==> src/rtl/nibble_serial_subtractor.sv <==
// rtl/nibble_serial_subtractor.sv - nibble-serial a - b - borrow_in, LSB nibble first (optional SUB_SIGNED_OVF_EN)
module nibble_serial_subtractor #(
  parameter int WIDTH = 16
) (
  input  logic             clk,
  input  logic             rst_n,
  input  logic             start,
  input  logic [WIDTH-1:0] a,
  input  logic [WIDTH-1:0] b,
  input  logic             borrow_in,
  output logic             busy,
  output logic             done,
  output logic [WIDTH-1:0] diff,
  output logic             borrow_out
`ifdef SUB_SIGNED_OVF_EN
  ,
  output logic             overflow
`endif
);

  // WIDTH must be a multiple of 4 and at least 4; NIB is derived, never overridden.
  localparam int NIB   = WIDTH / 4;
  localparam int IDX_W = (NIB > 1) ? $clog2(NIB) : 1;
  localparam logic [IDX_W-1:0] LAST_IDX = IDX_W'(NIB - 1);

  typedef enum logic [1:0] {
    IDLE = 2'd0,
    RUN  = 2'd1,
    DONE = 2'd2
  } state_t;

  state_t           state_q, state_d;
  logic [IDX_W-1:0] idx_q, idx_d;
  logic             carry_q, carry_d;
  logic [WIDTH-1:0] a_sh_q, a_sh_d;
  logic [WIDTH-1:0] b_sh_q, b_sh_d;
  logic [WIDTH-1:0] diff_q, diff_d;
  logic             borrow_q, borrow_d;
`ifdef SUB_SIGNED_OVF_EN
  logic             ovf_q, ovf_d;
`endif

  // Slice signals for the current nibble (subtrahend already inverted).
  logic [3:0] na, nb, g, p, sum;
  logic       c0, c1, c2, c3, c4;

  // 4-bit lookahead slice: A + ~B + carry, carry = ~borrow.
  always_comb begin
    na  = a_sh_q[3:0];
    nb  = ~b_sh_q[3:0];
    g   = na & nb;
    p   = na ^ nb;
    c0  = carry_q;
    c1  = g[0] | (p[0] & c0);
    c2  = g[1] | (p[1] & g[0]) | (p[1] & p[0] & c0);
    c3  = g[2] | (p[2] & g[1]) | (p[2] & p[1] & g[0]) | (p[2] & p[1] & p[0] & c0);
    c4  = g[3] | (p[3] & g[2]) | (p[3] & p[2] & g[1]) | (p[3] & p[2] & p[1] & g[0])
        | (p[3] & p[2] & p[1] & p[0] & c0);
    sum = p ^ {c3, c2, c1, c0};
  end

  // Next-state and datapath updates; operands shift right so the live nibble sits at [3:0].
  always_comb begin
    state_d  = state_q;
    idx_d    = idx_q;
    carry_d  = carry_q;
    a_sh_d   = a_sh_q;
    b_sh_d   = b_sh_q;
    diff_d   = diff_q;
    borrow_d = borrow_q;
`ifdef SUB_SIGNED_OVF_EN
    ovf_d    = ovf_q;
`endif
    case (state_q)
      IDLE, DONE: begin
        if (start) begin
          state_d = RUN;
          idx_d   = '0;
          carry_d = ~borrow_in;
          a_sh_d  = a;
          b_sh_d  = b;
        end else begin
          state_d = IDLE;
        end
      end
      RUN: begin
        for (int n = 0; n < NIB; n++) begin
          if (idx_q == IDX_W'(n)) diff_d[n*4 +: 4] = sum;
        end
        carry_d = c4;
        a_sh_d  = a_sh_q >> 4;
        b_sh_d  = b_sh_q >> 4;
        if (idx_q == LAST_IDX) begin
          state_d  = DONE;
          borrow_d = ~c4;
`ifdef SUB_SIGNED_OVF_EN
          ovf_d    = c3 ^ c4;
`endif
        end else begin
          idx_d = IDX_W'(idx_q + 1'b1);
        end
      end
      default: state_d = IDLE;
    endcase
  end

  // State and datapath registers; reset aborts any operation in flight.
  always_ff @(posedge clk or negedge rst_n) begin
    if (!rst_n) begin
      state_q  <= IDLE;
      idx_q    <= '0;
      carry_q  <= 1'b1;
      a_sh_q   <= '0;
      b_sh_q   <= '0;
      diff_q   <= '0;
      borrow_q <= 1'b0;
`ifdef SUB_SIGNED_OVF_EN
      ovf_q    <= 1'b0;
`endif
    end else begin
      state_q  <= state_d;
      idx_q    <= idx_d;
      carry_q  <= carry_d;
      a_sh_q   <= a_sh_d;
      b_sh_q   <= b_sh_d;
      diff_q   <= diff_d;
      borrow_q <= borrow_d;
`ifdef SUB_SIGNED_OVF_EN
      ovf_q    <= ovf_d;
`endif
    end
  end

  // Status decoded straight from the state register.
  always_comb begin
    busy       = (state_q == RUN);
    done       = (state_q == DONE);
    diff       = diff_q;
    borrow_out = borrow_q;
`ifdef SUB_SIGNED_OVF_EN
    overflow   = ovf_q;
`endif
  end

endmodule
==> config.mk <==
export PLATFORM = sky130hd
export DESIGN_NAME = nibble_serial_subtractor
export DESIGN_NICKNAME = d
export VERILOG_FILES = /design/src/rtl/nibble_serial_subtractor.sv
export SDC_FILE = /design/constraint.sdc
export NUM_CORES = 1
export LEC_CHECK = 0
export BUFFER_PORTS_ARGS = -buffer_cell sky130_fd_sc_hd__buf_4
export CAP_MARGIN = 5
export CORE_MARGIN = 8
export CORE_UTILIZATION = 40
export CTS_CLUSTER_DIAMETER = 80
export CTS_CLUSTER_SIZE = 30
export DETAILED_ROUTE_END_ITERATION = 12
export PLACE_DENSITY_LB_ADDON = 0.15
export SETUP_SLACK_MARGIN = 0.15
export SKIP_CTS_REPAIR_TIMING = 1
export SLEW_MARGIN = 10
export SYNTH_ARGS = -nofsm -noshare
export SYNTH_HDL_FRONTEND = slang
export SYNTH_SLANG_ARGS = --single-unit
==> constraint.sdc <==
create_clock -name clk -period 1.8 [get_ports clk]
set_clock_uncertainty 0.2 [all_clocks]
set_input_delay 0.09 -clock clk [delete_from_list [all_inputs] [get_ports clk]]
set_output_delay 0.09 -clock clk [all_outputs]
set_load 0.02 [all_outputs]
# Yosys cells after proc, flatten, opt, wreduce, memory -nomap -nowiden

Cells that the tools add are included.

Bits in registers: 54
Input port bits: 36
Output and inout port bits: 19
Word-level logic and storage cells: 73

$add $sub $neg: 1
Equality and inequality tests: 8
Multiplexer cells: 12
Bitwise logic cells: 32
Reduce and logical (&&, ||, !) cells: 10

Operator list:

| operator            | number |
|---|---|
| $pmux 16 s2         | 2 |
| $mux 16             | 2 |
| $and 1x1->1         | 16 |
| $or 1x1->1          | 10 |
| $reduce_and 2->1    | 5 |
| $pmux 2 s2          | 2 |
| $xor 4x4->4         | 2 |
| $eq 2x2->1 const B  | 3 |
| $mux 2              | 3 |
| $and 4x4->4         | 1 |
| $eq 2x1->1 const B  | 2 |
| $logic_not 2->1     | 2 |
| $ne 2x2->1 const B  | 2 |
| $not 4->4           | 1 |
| $reduce_and 3->1    | 1 |
| $add 2x1->2 const B | 1 |
| $mux 1              | 2 |
| $ne 2x1->1 const B  | 1 |
| $not 1->1           | 2 |
| $pmux 1 s2          | 1 |
| $reduce_bool 2->1   | 1 |
| $reduce_or 2->1     | 1 |

# Longest topological paths before layout

Gate-level depths: netlist of the first run.

Depth in word-level cells: 8
Mapped depth: 6
Gate-level depth less buffers: 5

# Worst setup path before layout of the first run

OpenSTA, ideal clock, no wires.

Path kind: register to register
From: register a_sh_q[0]
To: register carry_q, in the netlist c0
Library setup time: 0.084 ns
Data arrival time: 1.521 ns
Data required time: 1.516 ns
Slack: -0.004 ns
Cell stages (with the launch flop): 6
Path buffers: 1
Period minus slack after synthesis: 1.804 ns
Cells stage by stage: dfrtp_1 > ha_1 > a211oi_2 > buf_6 > o21bai_1 > a311o_1

Cells in the longest elaborated chain, start to end: 5
Elaborated cells between the ends (all ways): 8
Those cells by class: mux (1); bitwise (7)

RTL lines:

| item                                              | RTL line | source |
|---|---|---|
| from (decl)                                       | 35       | `logic [WIDTH-1:0] a_sh_q, a_sh_d;` |
| from (signal assigned)                            | 124      | `a_sh_q <= a_sh_d;` |
| $and 4x4->4 / $xor 4x4->4 (equally long branches) | 51, 52   |  |
| $and 1x1->1, on equally long branches             | 57, 58   |  |
| $or 1x1->1 / $and 1x1->1 (equally long branches)  | 57, 58   |  |
| $or 1x1->1 *                                      | 58       | `\| (p[3] & p[2] & p[1] & p[0] & c0);` |
| $pmux 1 s2 *                                      | 74       | `case (state_q)` |
| to (signal assigned)                              | 123      | `carry_q <= carry_d;` |
| to (decl)                                         | 34       | `logic carry_q, carry_d;` |

Every way passes the cells marked *; elsewhere a longest branch is shown, timed or not.
A chain may end at the register's enable or synchronous reset.

# Final worst setup path of the first run

From: register b_sh_q[0]
To: register carry_q, in the netlist c0

Cells in the longest elaborated chain, start to end: 6
Elaborated cells between the ends (all ways): 9
Those cells by class: mux (1); bitwise (8)

RTL lines:

| item                                              | RTL line | source |
|---|---|---|
| from (decl)                                       | 36       | `logic [WIDTH-1:0] b_sh_q, b_sh_d;` |
| from (signal assigned)                            | 125      | `b_sh_q <= b_sh_d;` |
| $not 4->4 *                                       | 50       | `nb = ~b_sh_q[3:0];` |
| $and 4x4->4 / $xor 4x4->4 (equally long branches) | 51, 52   |  |
| $and 1x1->1, on equally long branches             | 57, 58   |  |
| $or 1x1->1 / $and 1x1->1 (equally long branches)  | 57, 58   |  |
| $or 1x1->1 *                                      | 58       |  |
| $pmux 1 s2 *                                      | 74       |  |

Marks and branches as above.

==> impl_results.md, run 1 <==
* Run status: complete, no violations
* Required @ worst endpoint at approximately 1.8 ns
* Clock edge transition at the registers on the reported setup and hold paths at 0.09 ns
* Port Buffer Count at 54
* Root Buffer: clkbuf_8
* Worst slew pin tran at ~0.7 ns
* RSZ-0062 raised after global routing: true
* Crit-path cells: inv_2 -> ha_4 -> a211oi_4 -> o21bai_1 -> a311o_1
* Critical Path Source: b_sh_q[0]$_DFFE_PN0P_
* Dpl ws at ~0.00026 ns
* Iteration-0 DRC Markers at 101
* H-tree Lvls at 2
* Mean post-synth cell area at ~10 sq um
* Drt pass-1 iters at 4
* CP endpoint kind: flop
* Drt wl/cell at about 14 microns
* Post-Synth Adder-Cell Area at under 10%
* Post-layout util at a little under three fifths
* Cts bufs inserted at 5
* Fmax at between 0.5 and 0.6 GHz
* Gate power share at 55.4%
* Flop pwr share at between 30% and 40%
* Critical path class: reg2reg
* Number of max-cap violations at 0
* Core Rows at 29
* VDD IR max at approximately 0.00096 V
* Critical path arrival at between 1.5 and 2 ns
* Slowest cell delay on critical path at 0.39 ns
* Post-synth top flop: dfrtp_1
* FF+latch area at 0.00135 sq mm
* CTS tree: built
* Hold violation count in the final report at 0
* IO Count at between 50 and 60
* Synth async-reset ratio at 100%
* GRT busiest layer: met2
* Switching Share at 41.9%
* Vias post-DR at between 2000 and 2500
* Vias per cell at between 5 and 6
* FF+latch count, synth at 54
* Max clock buf depth at 2
* # DRC at 0
* Core area at ~0.0063 sq mm
* Setup-failing EPs final at 0
* Post-synth cell types at 36
* CP Max Fanout at 5
* Final hold slack at around 0.01 ns
* Max-slew violations at 0
* Net count, final at around 400
* Worst-skew pair later-pin latency at roughly 0.31 ns
* Internal power at 0.00382 W
* Syn Nets at a little over 300
* Leak at approximately 1.7 nW
* Hold Startpoint: start
* Slew headroom at a little over half
* Post-Route Setup TNS at 0 ns
* Area of the multi-input gates at about 0.0012 sq mm
* Number of synthesized flops with an enable pin at 0
* Antenna violations before repair at 0
* DP Area at between 0.003 and 0.004 sq mm
* Share of cells above drive strength 1 at between 20 and 30%
* Worst r2r src: b_sh_q[0]$_DFFE_PN0P_
* Worst setup SP type: flop
* XOR/XNOR Fraction of Synth Area at 0.338%
* Total gr overflow at 0
* FILL cells at approximately 570
* Post-synthesis mux area share at about 4%
* Largest family of logic cells by synthesized area: simple AND/OR/NAND/NOR gates
* Final min period at approximately 1.7 ns
* Clock sinks at 54
* Antenna Cells at 0
* Die Span Y at between 90 and 100 microns
* Finished layout cell area at 0.00363 sq mm
* Grt met1 use at between 10% and 20%
* Vias in the first global route at ~2000
* Die area at about 0.0093 sq mm
* First-pass GRT wire length at just under 10000 microns
* Initial core utilization at between 40 and 50%
* Slowest CP cell: dfrtp_1
* Pwr/cell area at about 1800 mW/mm^2
* Final WS setup at 0.0810 ns
* Gr usage total at a little over an eighth
* Clock power frac at between 10% and 20%
* Dpl hpwl at a little over 4000 microns
* YS warnings at 0
* Switch Pwr at 0.00275 W
* Area growth, synth to finish at 40.0%
* DRT antenna net count at 0
* Crit share post-route at a little over nine tenths
* Die Width at ~96 microns
* Met3 Usage GRT at 3.17%
* Register area share after synthesis at 52.2%
* Simple-gate share of the synthesized area at a little under a fifth
* Synthesized area at 0.00259 sq mm
* Synth Area in Compound Gates at between 15 and 20%
* Post-Syn Instances at around 260
* Placer Congestion at between 0.7 and 0.8
* GR Layer Usage met2 at around 20%
* Hold crit path type: in2reg
* Largest net degree at the start of global routing at 55
* Total Wirelength at between 6000 and 7000 microns
-- kinds of logic after synthesis --
| group | after synthesis |
|---|---|
| and+or+nand+nor | 104 |
| adders and majority gates | 9 |
| xor gates and xnor gates | 1 |
| AOI/OAI and AO/OA | 55 |
| buffers and inverters | 25 |
| muxes | 10 |
| DFF | 54 |
-- cells in the final DEF, fill, tap and decap left out, types with 3 or more instances in the layout --
cell type      netlist  routed
or4_1                4       4
o31ai_1              5       5
buf_4                1      66
nand2_1             56      56
o2111ai_1            4       4
a22o_1               8       8
nand3_1              4       4
a31oi_1             25      25
inv_1                9       8
mux2_2               4       4
clkbuf_8             0       6
dfrtp_1             53      52
ha_2                 0       4
o21ai_1              1       4
ha_1                 8       3
mux2i_1              6       6
dlygate4sd3_1        0      34
nor2b_1              5       4
nor2_1              27      26
-- cells in the mapped netlist (2+ instances only) --
master     instances  area share [%]
a22o_1             8             2.7
nand2b_1           2            0.48
dfrtp_1           53              51
o2111ai_1          4             1.4
nand3b_2           2            0.87
or4_1              4             1.2
buf_2             11             2.1
o21ai_0            5            0.97
nor2_1            27             3.9
ha_1               8             3.9
inv_1              9             1.3
mux2_2             4             1.7
nand3_1            4            0.77
nand3b_4           2             1.5
a31oi_1           25             6.0
nand2_1           56             8.1
nor2b_1            5             1.2
mux2i_1            6             2.3
buf_6              2            0.87
o31ai_1            5             1.4
-- per-layer routing --
layer / routed length (microns) / part of all wire (%)
met2: 2970 / 48
met4: 66 / 1.1
met3: 323 / 5.3
met5: 0 / 0
met1: 2760 / 45
-- area by class of cell --
cell class / count / area share (%)
repair buffers: 103 / 24.2
inverters: 10 / 1.10
well taps: 77 / 2.66
flip-flops and latches: 54 / 37.3
clock inverters: 1 / 0.241
multi-input cells: 179 / 32.1
clock buffers: 7 / 2.38
-- power by group through the flow --
stage	clock network [W]	registers [W]	logic, W
3_5_place_dp	0	0.00224	0.00333
2_1_floorplan	0	0.00235	0.00220
6_report	0.000717	0.00222	0.00364
5_1_grt	0.000786	0.00231	0.00407
3_3_place_gp	0	0.00222	0.00330
4_1_cts	0.000741	0.00222	0.00335
-- worst max-delay path, delay by kind of cell, from the launching register on --
family                     cells  cell delay [ns]
AOI/OAI and AO/OA              3             0.75
adders and majority gates      1             0.21
buffers and inverters          1             0.10
DFF                            1             0.39
-- sequential cells by signal (all words and copies together), names as in the netlist --
| signal | count |
|---|---|
| c0 | 1 |
| state_q | 2 |
| a_sh_q | 16 |
| diff | 16 |
| b_sh_q | 16 |
| idx_q | 2 |
| borrow_out | 1 |
-- path summary, 6_finish.rpt --
| check | endpoint | slack, ns | cells after the start |
|---|---|---|---|
| setup / recovery | c0$_DFFE_PN1P_ | 0.08 | 5 |
| hold / removal | c0$_DFFE_PN1P_ | 0.01 | 3 |
| setup reg to reg | c0$_DFFE_PN1P_ | 0.08 | 5 |
| hold reg to reg | diff[10]$_DFFE_PN0P_ | 0.29 | 2 |
| max in group asynchronous | state_q[0]$_DFFE_PN0P_ | 0.73 | 2 |
| min in group asynchronous | b_sh_q[3]$_DFFE_PN0P_ | 0.15 | 2 |
-- per-stage QoR --
stage	std cells	total power, W
CTS	394	0.00630
global route	431	0.00716
global placement	386	0.00552
detailed placement	386	0.00557
finish	431	0.00657
floorplan	258	0.00455
Power figures use the tool's default switching activity.
==> run 2, diff against run 1 <==
--- a/config.mk
+++ b/config.mk
@@ -13,6 +13,7 @@
 export CTS_CLUSTER_SIZE = 30
 export DETAILED_ROUTE_END_ITERATION = 12
 export PLACE_DENSITY_LB_ADDON = 0.15
+export REMOVE_ABC_BUFFERS = 1
 export SETUP_SLACK_MARGIN = 0.15
 export SKIP_CTS_REPAIR_TIMING = 1
 export SLEW_MARGIN = 10
==> run 2 against run 1 <==
  * The flow now finishes with violations (negative hold slack)
  * Sequential share of layout area fell by 0.79 points
  * Critical path depth unchanged
  * Clock power shrank 0.7%
  * Setup slack worse by 0.067 ns
  * Clock-buffer cell count stayed put
  * Core utilization is 1.2 points higher
  * Maximum frequency shrank 3.7%
  * Non-clock buffer count increased by 3
  * Critical path type unchanged
  * Critical endpoint is now diff[7]$_DFFE_PN0P_
  * Highest routed layer unchanged
==> impl_results.md, run 2 (synthesis gave the netlist of run 1 again) <==
* Dpl ws at 0.00993 ns
* Max-slew violations at 0
* # DRC at 0
* Number of max-cap violations at 0
* Hold endpoint: c0$_DFFE_PN1P_
* VDD IR max at approximately 0.00089 V
* Drt wl/cell at roughly 14 microns
* Leak at between 1.5 and 2 nW
* Worst setup SP type: flop
* Final min period at about 1.8 ns
* Max clock buf depth at 2
* Gr usage total at a little over an eighth
* First-pass GRT wire length at 9870 microns
* Worst-skew pair later-pin latency at about 0.31 ns
* Vias in the first global route at approximately 2100
* Core area at between 0.006 and 0.007 sq mm
* Cts bufs inserted at 5
* Flop-to-flop setup slack at 0.01 ns
* Hold crit path type: in2reg
* Pwr/cell area at between 1500 and 2000 mW/mm^2
* Final hold slack at -0.00597 ns
* Failing checks: negative hold slack
* R2R cell count at 5
* Die Span Y at a little under 100 microns
* Final WS setup at about 0.014 ns
* Net count, final at 401
* Final Total Pwr at between 0.006 and 0.007 W
* Worst slew pin tran at approximately 0.68 ns
* Fmax at approximately 0.56 GHz
* IO Count at 55
* RSZ-0062 raised after global routing: true
* RR Endpoint: diff[7]$_DFFE_PN0P_
* Iteration-0 DRC Markers at 84
* Worst r2r src: a_sh_q[0]$_DFFE_PN0P_
* Worst hold stages at 3
* CP Max Fanout at 8
* Critical path arrival at about 1.8 ns
* Drt pass-1 iters at 4
* Crit share post-route at roughly 100%
* Run status: finished with violations
* Antenna Cells at 0
* Antenna violations before repair at 0
* Die Width at roughly 96 microns
* Clock sinks at 54
* Root Buffer: clkbuf_8
* Placer Congestion at 0.778
* H-tree Lvls at 2
* CTS tree: built
* Vias per cell at just over 5
* Most frequent cells in the layout: 68 x buf_4, 56 x nand2_1, 53 x dfrtp_1
* Critical Path Source: a_sh_q[0]$_DFFE_PN0P_
* Total Wirelength at roughly 6300 microns
* DRT antenna net count at 0
* Core Rows at 29
* Vias post-DR at ~2200
* CP endpoint kind: flop
* Total gr overflow at 0
* Dpl hpwl at ~4100 microns
* Critical path class: reg2reg
* Share of cells above drive strength 1 at between 20% and 30%
* Required @ worst endpoint at approximately 1.8 ns
* Hold Startpoint: borrow_in
* Hold violation count in the final report at 1
* Initial core utilization at about two fifths
* Setup-failing EPs final at 0
* Area growth, synth to finish at 42.9%
* Commonest non-fill, non-tap cell in the layout: buf_4
* Slew headroom at about 55%
* Clock edge transition at the registers on the reported setup and hold paths at 0.10 ns
* Die area at just over 0.009 sq mm
* Largest net degree at the start of global routing at 55
* Port Buffer Count at 54
[run 2: cell types whose count changed in the layout (fill, tap and decap cells not counted), sizes merged]
| cell | delta |
|---|---|
| buf | +4 |
| dlygate4sd3 | -1 |
[run 2: layout make-up]
class                   instances  area, sq um
multi-input cells             179         1200
flip-flops and latches         54         1350
fillers                       561         2610
well taps                      77         96.3
inverters                      10         37.5
clock buffers                   7         86.3
clock inverters                 1         8.76
repair buffers                106          923
[run 2: worst max-delay path, stage by stage (launching register included)]
cell	delay (ns)
dfrtp_1	0.43
ha_4	0.29
a211oi_4	0.07
buf_6	0.14
or4_4	0.51
nand3_2	0.08
[run 2: how the worst max path moves through the flow]
| stage | endpoint | depth (start not counted) | slack [ns] |
|---|---|---|---|
| floorplan | c0$_DFFE_PN1P_ | 3 | -0.63 |
| global placement | c0$_DFFE_PN1P_ | 5 | 0.04 |
| detailed placement | c0$_DFFE_PN1P_ | 4 | 0.01 |
| CTS | c0$_DFFE_PN1P_ | 4 | -0.02 |
| global route | diff[7]$_DFFE_PN0P_ | 5 | -0.02 |
| finish | diff[7]$_DFFE_PN0P_ | 5 | 0.01 |
[run 2: layer usage]
| layer | track usage (%) | wire (microns) | vias up |
|---|---|---|---|
| met2 | 20.4 | 3000 | 56 |
| met5 | 0 | 0 | - |
| li1 | - | - | 1098 |
| met4 | 3.78 | 59 | 0 |
| met3 | 3.48 | 382 | 6 |
| met1 | 18.1 | 2840 | 1025 |
[run 2: where the power goes]
group	switching, W	internal (W)	total [W]
Clock	0.000393	0.000319	0.000712
Sequential	0.000373	0.00182	0.00220
Combinational	0.00212	0.00189	0.00401
Total	0.00288	0.00403	0.00691
[run 2: per-stage QoR]
stage               cell area, sq um  cells  setup TNS (ns)  utilization [%]
finish                          3700    434               0             58.7
global route                    3700    434         -0.0448             58.7
CTS                             3230    394         -0.0242             51.2
detailed placement              3140    386               0             49.7
global placement                3140    386               0             49.7
floorplan                       2500    243          -21.44                -
